<file path="src/rtl/core_mem_arb_if.sv">
// core_mem_arb_if: core request channels and shared memory port seen by the arbiter
interface core_mem_arb_if;
    logic        i_req_val;
    logic [31:0] i_req_addr;
    logic        i_req_ack;
    logic [31:0] i_ack_rdata;
    logic        d_req_val;
    logic [31:0] d_req_addr;
    logic [2:0]  d_req_cop;
    logic [31:0] d_req_wdata;
    logic [2:0]  d_req_size;
    logic        d_req_ack;
    logic [31:0] d_ack_rdata;
    logic        m_req_val;
    logic [31:0] m_req_addr;
    logic [2:0]  m_req_cop;
    logic [31:0] m_req_wdata;
    logic [2:0]  m_req_size;
    logic        m_req_rdy;
    logic        m_resp_val;
    logic [31:0] m_resp_rdata;
    logic        err;

    modport master (
        input  i_req_val, i_req_addr,
        input  d_req_val, d_req_addr, d_req_cop, d_req_wdata, d_req_size,
        input  m_req_rdy, m_resp_val, m_resp_rdata,
        output i_req_ack, i_ack_rdata, d_req_ack, d_ack_rdata,
        output m_req_val, m_req_addr, m_req_cop, m_req_wdata, m_req_size,
        output err
    );

    modport slave (
        output i_req_val, i_req_addr,
        output d_req_val, d_req_addr, d_req_cop, d_req_wdata, d_req_size,
        output m_req_rdy, m_resp_val, m_resp_rdata,
        input  i_req_ack, i_ack_rdata, d_req_ack, d_ack_rdata,
        input  m_req_val, m_req_addr, m_req_cop, m_req_wdata, m_req_size,
        input  err
    );
endinterface

</file>
<file path="src/rtl/core_mem_arb.sv">
// core_mem_arb: merges instruction and data channels onto one memory port, one outstanding transaction
module core_mem_arb #(
    parameter int STARVE_MAX     = 4,
    parameter int TIMEOUT_CYCLES = 256
) (
    input  logic           clk,
    input  logic           rst_n,
    core_mem_arb_if.master bus
);
    typedef enum logic [1:0] {IDLE, REQ, RESP, ACK} state_t;

    localparam logic [3:0]  STARVE_LIM = 4'(STARVE_MAX);
    localparam logic [15:0] TMO_LAST   = 16'(TIMEOUT_CYCLES - 1);
    localparam bit          TMO_EN     = TIMEOUT_CYCLES != 0;

    state_t      state, state_nx;
    logic [3:0]  starve_cnt;
    logic [15:0] tmo_cnt;
    logic        grant_i;
    logic        any_req, pick_i, tmo_hit, done;

    assign any_req = bus.i_req_val | bus.d_req_val;
    assign pick_i  = bus.i_req_val & (~bus.d_req_val | (starve_cnt == STARVE_LIM));
    assign tmo_hit = TMO_EN && (tmo_cnt == TMO_LAST);
    assign done    = bus.m_resp_val | tmo_hit;

    // State register
    always_ff @(posedge clk) begin
        if (!rst_n) state <= IDLE;
        else        state <= state_nx;
    end

    // Next-state: one transaction walks IDLE -> REQ -> RESP -> ACK -> IDLE
    always_comb begin
        state_nx = state;
        case (state)
            IDLE:    state_nx = any_req ? REQ : IDLE;
            REQ:     state_nx = bus.m_req_rdy ? RESP : REQ;
            RESP:    state_nx = done ? ACK : RESP;
            default: state_nx = IDLE;
        endcase
    end

    // Registered outputs, grant, starvation and timeout bookkeeping
    always_ff @(posedge clk) begin
        if (!rst_n) begin
            bus.m_req_val   <= 1'b0;
            bus.m_req_addr  <= '0;
            bus.m_req_cop   <= '0;
            bus.m_req_wdata <= '0;
            bus.m_req_size  <= '0;
            bus.i_req_ack   <= 1'b0;
            bus.i_ack_rdata <= '0;
            bus.d_req_ack   <= 1'b0;
            bus.d_ack_rdata <= '0;
            bus.err         <= 1'b0;
            grant_i         <= 1'b0;
            starve_cnt      <= '0;
            tmo_cnt         <= '0;
        end else begin
            bus.i_req_ack <= 1'b0;
            bus.d_req_ack <= 1'b0;
            if (state == IDLE && any_req) begin
                grant_i         <= pick_i;
                bus.m_req_val   <= 1'b1;
                bus.m_req_addr  <= pick_i ? bus.i_req_addr : bus.d_req_addr;
                bus.m_req_cop   <= pick_i ? 3'b000 : bus.d_req_cop;
                bus.m_req_wdata <= pick_i ? 32'h0 : bus.d_req_wdata;
                bus.m_req_size  <= pick_i ? 3'b010 : bus.d_req_size;
                starve_cnt      <= (pick_i || !bus.i_req_val) ? 4'd0 :
                                   (starve_cnt == STARVE_LIM) ? starve_cnt : starve_cnt + 4'd1;
            end
            if (state == REQ && bus.m_req_rdy) begin
                bus.m_req_val <= 1'b0;
                tmo_cnt       <= '0;
            end
            if (state == RESP) begin
                tmo_cnt <= tmo_cnt + 16'd1;
                if (done) begin
                    if (grant_i) begin
                        bus.i_req_ack   <= 1'b1;
                        bus.i_ack_rdata <= bus.m_resp_val ? bus.m_resp_rdata : 32'h0;
                    end else begin
                        bus.d_req_ack   <= 1'b1;
                        bus.d_ack_rdata <= bus.m_resp_val ? bus.m_resp_rdata : 32'h0;
                    end
                    if (!bus.m_resp_val) bus.err <= 1'b1;
                end
            end
        end
    end
endmodule
</file>
<file path="src/flat_wrapper.sv">
// flat-port wrapper written by rule: the top's interface ports become plain ports
module core_mem_arb_flat 
#(
    parameter int STARVE_MAX     = 4,
    parameter int TIMEOUT_CYCLES = 256
)
  (clk, rst_n, bus_i_req_val, bus_i_req_addr, bus_d_req_val, bus_d_req_addr, bus_d_req_cop, bus_d_req_wdata, bus_d_req_size, bus_m_req_rdy, bus_m_resp_val, bus_m_resp_rdata, bus_i_req_ack, bus_i_ack_rdata, bus_d_req_ack, bus_d_ack_rdata, bus_m_req_val, bus_m_req_addr, bus_m_req_cop, bus_m_req_wdata, bus_m_req_size, bus_err);
  core_mem_arb_if bus_i ();
  input  logic clk;
  input  logic rst_n;
  input wire logic [$bits(bus_i.i_req_val)-1:0] bus_i_req_val;
  input wire logic [$bits(bus_i.i_req_addr)-1:0] bus_i_req_addr;
  input wire logic [$bits(bus_i.d_req_val)-1:0] bus_d_req_val;
  input wire logic [$bits(bus_i.d_req_addr)-1:0] bus_d_req_addr;
  input wire logic [$bits(bus_i.d_req_cop)-1:0] bus_d_req_cop;
  input wire logic [$bits(bus_i.d_req_wdata)-1:0] bus_d_req_wdata;
  input wire logic [$bits(bus_i.d_req_size)-1:0] bus_d_req_size;
  input wire logic [$bits(bus_i.m_req_rdy)-1:0] bus_m_req_rdy;
  input wire logic [$bits(bus_i.m_resp_val)-1:0] bus_m_resp_val;
  input wire logic [$bits(bus_i.m_resp_rdata)-1:0] bus_m_resp_rdata;
  output wire logic [$bits(bus_i.i_req_ack)-1:0] bus_i_req_ack;
  output wire logic [$bits(bus_i.i_ack_rdata)-1:0] bus_i_ack_rdata;
  output wire logic [$bits(bus_i.d_req_ack)-1:0] bus_d_req_ack;
  output wire logic [$bits(bus_i.d_ack_rdata)-1:0] bus_d_ack_rdata;
  output wire logic [$bits(bus_i.m_req_val)-1:0] bus_m_req_val;
  output wire logic [$bits(bus_i.m_req_addr)-1:0] bus_m_req_addr;
  output wire logic [$bits(bus_i.m_req_cop)-1:0] bus_m_req_cop;
  output wire logic [$bits(bus_i.m_req_wdata)-1:0] bus_m_req_wdata;
  output wire logic [$bits(bus_i.m_req_size)-1:0] bus_m_req_size;
  output wire logic [$bits(bus_i.err)-1:0] bus_err;
  assign bus_i.i_req_val = bus_i_req_val;
  assign bus_i.i_req_addr = bus_i_req_addr;
  assign bus_i.d_req_val = bus_d_req_val;
  assign bus_i.d_req_addr = bus_d_req_addr;
  assign bus_i.d_req_cop = bus_d_req_cop;
  assign bus_i.d_req_wdata = bus_d_req_wdata;
  assign bus_i.d_req_size = bus_d_req_size;
  assign bus_i.m_req_rdy = bus_m_req_rdy;
  assign bus_i.m_resp_val = bus_m_resp_val;
  assign bus_i.m_resp_rdata = bus_m_resp_rdata;
  assign bus_i_req_ack = bus_i.i_req_ack;
  assign bus_i_ack_rdata = bus_i.i_ack_rdata;
  assign bus_d_req_ack = bus_i.d_req_ack;
  assign bus_d_ack_rdata = bus_i.d_ack_rdata;
  assign bus_m_req_val = bus_i.m_req_val;
  assign bus_m_req_addr = bus_i.m_req_addr;
  assign bus_m_req_cop = bus_i.m_req_cop;
  assign bus_m_req_wdata = bus_i.m_req_wdata;
  assign bus_m_req_size = bus_i.m_req_size;
  assign bus_err = bus_i.err;
  core_mem_arb #(.STARVE_MAX(STARVE_MAX), .TIMEOUT_CYCLES(TIMEOUT_CYCLES)) u_core (.clk(clk), .rst_n(rst_n), .bus(bus_i));
endmodule
</file>
<file path="config.mk">
export PLATFORM = sky130hd
export DESIGN_NAME = core_mem_arb_flat
export DESIGN_NICKNAME = d
export VERILOG_FILES = /design/src/rtl/core_mem_arb_if.sv /design/src/rtl/core_mem_arb.sv /design/src/flat_wrapper.sv
export SDC_FILE = /design/constraint.sdc
export NUM_CORES = 1
export LEC_CHECK = 0
export ABC_CLOCK_PERIOD_IN_PS = 4700
export BUFFER_PORTS_ARGS = -buffer_cell sky130_fd_sc_hd__buf_2
export CORE_UTILIZATION = 40
export DETAILED_ROUTE_END_ITERATION = 7
export MAX_ROUTING_LAYER = met4
export PLACE_DENSITY = 0.68
export SYNTH_ARGS = -nofsm -noshare
export SYNTH_HDL_FRONTEND = slang
export SYNTH_SLANG_ARGS = --single-unit
</file>
<file path="constraint.sdc">
create_clock -name clk -period 4.7 [get_ports clk]
set_input_delay 0.235 -clock clk [delete_from_list [all_inputs] [get_ports clk]]
set_output_delay 0.235 -clock clk [all_outputs]
set_load 0.05 [all_outputs]
</file>
* Word level (Yosys, flattened, before mapping)
Cells that the tools add are included.
Word-level totals: bits in registers 161, latch bits 0, RAM bits 0, ROM bits 0, input bits 140, output and inout bits 138, word-level logic and storage cells 56, memories 0
Operators by class: add/sub/neg operators 2, multipliers 0, div/mod/pow operators 0, $lt $le $gt $ge 0, equality and inequality tests 5, shifts and indexed selects 0, multiplexer cells 15, bitwise operators 8, reductions and logical operators 12
Operators by type and width (number):
- 32-bit 2-to-1 mux | 3
- 16-bit 2-to-1 mux | 2
- 16-bit by 1-bit adder with 16-bit output (second input constant) | 1
- 16-bit by 8-bit == test with 1-bit output (second input constant) | 1
- 3-bit AND reduction | 4
- 4-bit 2-to-1 mux | 2
- 3-bit 2-to-1 mux | 2
- 2-bit one-hot mux with 3 select lines | 1
- 4-bit by 1-bit adder with 4-bit output (second input constant) | 1
- 4-bit by 3-bit == test with 1-bit output (second input constant) | 1
- 1-bit 2-to-1 mux | 4
- 1-bit inverter | 4
- 1-bit bitwise OR | 3
- 2-bit by 1-bit == test with 1-bit output (second input constant) | 1
- 2-bit == test (second input constant) | 1
- 1-bit logical AND | 2
- 2-bit zero test | 1
- 2-bit 2-to-1 mux | 1
- 2-bit by 1-bit inequality test with 1-bit output (second input constant) | 1
- 2-bit AND reduction | 1
- 2-bit nonzero test | 1
- 2-bit OR reduction | 1
- 1-bit AND | 1
- 1-bit zero test | 1
- 1-bit logical OR | 1

* Depth between registers and ports, before layout
depth in word-level cells 6, depth in mapped cells 9, depth with buffers taken out 6

* Worst setup path after synthesis
OpenSTA, ideal clock, no wires.
path kind reg2reg, from register u_core.starve_cnt[0], to register u_core.bus.m_req_addr[10], library setup time 0.074 ns, data arrival time 1.538 ns, data required time 4.626 ns, path slack 3.088 ns, cell stages (with the launch flop) 10, buffers on the path 3, period minus slack after synthesis 1.612 ns, path through dfxtp_1 -> inv_1 -> ha_1 -> nand3b_1 -> a21bo_2 -> clkbuf_2 -> buf_2 -> buf_2 -> nand2_1 -> a31oi_1
On the way: word-level cells in the longest chain between the ends 4
Ends and longest elaborated chain:
- start, declared | line core_mem_arb.sv:17 | logic [3:0] starve_cnt;
- start signal, assigned | line core_mem_arb.sv:70 | starve_cnt <= (pick_i || !bus.i_req_val) ? 4'd0 :
- 4-bit by 3-bit == test with 1-bit output | line core_mem_arb.sv:23 | assign pick_i = bus.i_req_val & (~bus.d_req_val | (starve_cnt == STARVE_LIM));
- 1-bit bitwise OR | line core_mem_arb.sv:23
- 1-bit AND | line core_mem_arb.sv:23
- 32-bit 2-to-1 mux | line core_mem_arb.sv:66 | bus.m_req_addr <= pick_i ? bus.i_req_addr : bus.d_req_addr;
- end signal, assigned | line core_mem_arb.sv:66
- end, declared | line core_mem_arb_if.sv:29 | output m_req_val, m_req_addr, m_req_cop, m_req_wdata, m_req_size,
Every way passes these cells. A chain may end at the register's enable or synchronous reset.

* Worst setup path after layout
from register u_core.state[1], to register u_core.bus.i_ack_rdata[12]
On the way: word-level cells in the longest chain between the ends 2
Ends and longest elaborated chain:
- start, declared | line core_mem_arb.sv:16 | state_t state, state_nx;
- start signal, assigned | line core_mem_arb.sv:30 | else state <= state_nx;
- 2-bit == test | line core_mem_arb.sv:77 | if (state == RESP) begin
- 3-bit AND reduction (no source line)
- end signal, assigned | line core_mem_arb.sv:82 | bus.i_ack_rdata <= bus.m_resp_val ? bus.m_resp_rdata : 32'h0;
- end, declared | line core_mem_arb_if.sv:28 | output i_req_ack, i_ack_rdata, d_req_ack, d_ack_rdata,
Every way passes these cells.

==> flow_summary.json <==
{
  "status": "finished clean",
  "clk_pin_slew_ns": 0.06,
  "cpMaxStageDelayCell": "nand2_2",
  "start_util": 0.412,
  "drtAntennaViolNets": 0,
  "ys_seq_area_frac": 0.449,
  "fin_worst_skew_ns": 0.0126,
  "grt_usage": 0.216,
  "fin_hold_ws_ns": 0.0504,
  "setup_viol": 0,
  "drtIter0Drc": 436,
  "drcViolationCount": 0,
  "die_area_mm2": 0.0185,
  "drv_cap": 0,
  "synth_mux_area_frac": 0.00698,
  "p_leak_uw": 0.00386,
  "cp.required_ns": 4.96,
  "final_cell_mix": "276 x buf_2, 161 x dfxtp_1, 137 x nand3_1, 118 x nand2_1, 66 x nand3b_1",
  "synth_fa_ha_area_frac": 0.00523,
  "synthSimpleGateAreaFrac": 0.274,
  "synth-seq-cells": 161,
  "cts.hold.buffers_added": 0,
  "h-tree-depth": 4,
  "hold_path_class": "in2reg",
  "core-area_mm2": 0.0174,
  "cts_resized": 0,
  "synth_top_family_by_area": "simple AND/OR/NAND/NOR gates",
  "ir_drop_uv": 247,
  "insertion_delay_ns": 0.43,
  "slew_viol_final": 0,
  "synth_compound_area_frac": 0.196,
  "via_per_inst": 5.42,
  "cpPeakStageDelay_ns": 0.72,
  "cts_tree": "done",
  "grt_max_degree": 153,
  "die_h_um": 136,
  "hold_violations": 0,
  "worst-setup-path-type": "reg2reg",
  "vias": 6970,
  "synth-edff-count": 0,
  "fmax_mhz": 426,
  "clockBufferDepth": 2,
  "syn2layout_area_growth_pct": 26.5,
  "ys_warn_count": 0,
  "powerDensity_mw_per_mm2": 392,
  "synthArstFlopShare": 0,
  "grt_overflow": 0,
  "synthXorXnorAreaFrac": 0.00611,
  "layout-drive-gt1-share": 0.311,
  "dp_slack_ns": 2.35,
  "grt_pass1_vias": 6140,
  "grt_setup_unrepaired": "false",
  "antenna_found_initial": 1,
  "grt_pass1_wl_um": 31000,
  "ioPinCount": 278,
  "die_x_um": 136,
  "cts_inserted_buffers": 17,
  "synth_ff_type": "dfxtp_1",
  "cp-end-kind": "flip-flop",
  "synth_cell_type_count": 49,
  "fin_ws_ns": 2.35,
  "cts.sinks": 161,
  "drt_first_pass_iters": 5,
  "tns_ns": 0,
  "crit_path_start_kind": "flip-flop",
  "p_total_uw": 3550,
  "worst_pin_slew_ns": 1.16,
  "hpwl_um": 12500,
  "synthCells": 833,
  "worstPathCellList": "and2b_1 > nand2_2 > nand3_1 > o221ai_1",
  "finalCriticalPeriod_ns": 2.35,
  "port-buffer-count": 277,
  "critPathMaxFanout": 64,
  "finalCritPeriodShare": 0.500,
  "synth_area_per_cell_um2": 8.61,
  "routedWlPerCell_um": 15.2,
  "gp_congestion": 0.798,
  "cts_root_buf": "clkbuf_16",
  "synthesis.area_mm2": 0.00717,
  "slew_headroom": 0.221,
  "fin_util": 0.521,
  "nNetsFinal": 1190,
  "worst_ep_arrival_time_ns": 2.61,
  "num-fill-cells": 1663,
  "totalWireLength_um": 19600,
  "mostFrequentLayoutCell": "buf_2",
  "cts_setup_buffers": 0,
  "synth_nets": 976,
  "std_cell_rows": 48
}
-- cell families after synthesis --
group	count (synthesis)
adder cells (fa/ha/maj)	3
flip-flops	161
multiplexers	5
AND/OR/NAND/NOR	373
buffers and inverters	94
AO/OA/AOI/OAI	192
XOR/XNOR	5
-- critical path: cells and delay by family (launching register included) --
family,cells,cell delay [ns]
and+or+nand+nor,3,1.47
AOI/OAI and AO/OA,1,0.15
DFF,1,0.52
-- power breakdown --
part	total (uW)	switching [uW]	internal (uW)
logic	726	536	190
registers	1500	49.9	1450
clock network	1320	595	729
total	3550	1180	2370
-- final cells by class --
cell class                 count  area (um^2)  share of cell area
clock buffer                  20          467              0.0514
inverter                       4         15.0             0.00165
antenna                        1         2.50            0.000276
multi-input combinational    578         3520               0.388
timing repair buffer         285         1470               0.161
clock inverter                12         96.3              0.0106
sequential                   161         3220               0.355
tap                          225          282              0.0310
-- metrics by stage --
| stage | std cells | cell area, um^2 |
|---|---|---|
| 4_1_cts | 1285 | 9070 |
| 3_3_place_gp | 1253 | 8510 |
| 2_1_floorplan | 833 | 7170 |
| 5_1_grt | 1286 | 9070 |
| 6_report | 1286 | 9070 |
| 3_5_place_dp | 1253 | 8510 |
-- flip-flops by register name, indices dropped and copies added (netlist names) --
name,cells
u_core.state,2
u_core.bus.i_ack_rdata,32
u_core.tmo_cnt,16
u_core.bus.err,1
u_core.bus.m_req_val,1
u_core.bus.m_req_addr,32
u_core.bus.d_req_ack,1
u_core.bus.m_req_wdata,32
u_core.bus.i_req_ack,1
u_core.grant_i,1
u_core.bus.m_req_cop,3
u_core.bus.m_req_size,3
u_core.starve_cnt,4
u_core.bus.d_ack_rdata,32
-- worst paths after layout --
path / end / depth (start not counted) / slack (ns) / from
setup reg to reg: u_core.bus.i_ack_rdata[12] / 4 / 2.35 / u_core.state[1]
hold reg to reg: u_core.bus.m_req_wdata[29] / 2 / 0.46 / u_core.bus.m_req_wdata[29]
hold / removal: u_core.bus.m_req_size[1] / 3 / 0.05 / bus_d_req_size[1]
setup / recovery: u_core.bus.i_ack_rdata[12] / 4 / 2.35 / u_core.state[1]
-- per-layer routing --
| metal | vias to the layer above | part of all wire | track usage |
|---|---|---|---|
| li1 | 3500 | - | - |
| met1 | 3211 | 0.46 | 0.280 |
| met2 | 229 | 0.46 | 0.326 |
| met3 | 30 | 0.063 | 0.0544 |
| met4 | 0 | 0.020 | 0.0741 |
| met5 | - | 0 | - |
-- synthesized netlist by cell type (2+ instances only) --
master	count	share of area
o311ai_0	3	0.0037
nor2_1	13	0.0068
and3_1	4	0.0035
nand3_4	2	0.0049
nor3_1	2	0.0014
o221ai_1	64	0.078
a21oi_1	3	0.0021
inv_1	4	0.0021
or3_1	4	0.0035
nand3_1	137	0.096
a31oi_1	32	0.028
buf_6	7	0.011
dfxtp_1	161	0.45
nand4_1	5	0.0044
a21boi_1	5	0.0052
buf_4	2	0.0021
xnor2_1	3	0.0037
ha_1	3	0.0052
buf_2	23	0.016
o21ai_0	33	0.023
a21bo_2	2	0.0028
clkbuf_1	56	0.029
nand3b_1	66	0.069
and2_1	4	0.0035
o211ai_1	3	0.0031
nor4_1	3	0.0026
a21boi_0	39	0.041
xor2_1	2	0.0024
or4_1	3	0.0031
o21a_1	4	0.0042
nand2_1	119	0.062
mux2i_1	5	0.0070
No activity file was read; power rests on OpenSTA's default activity.
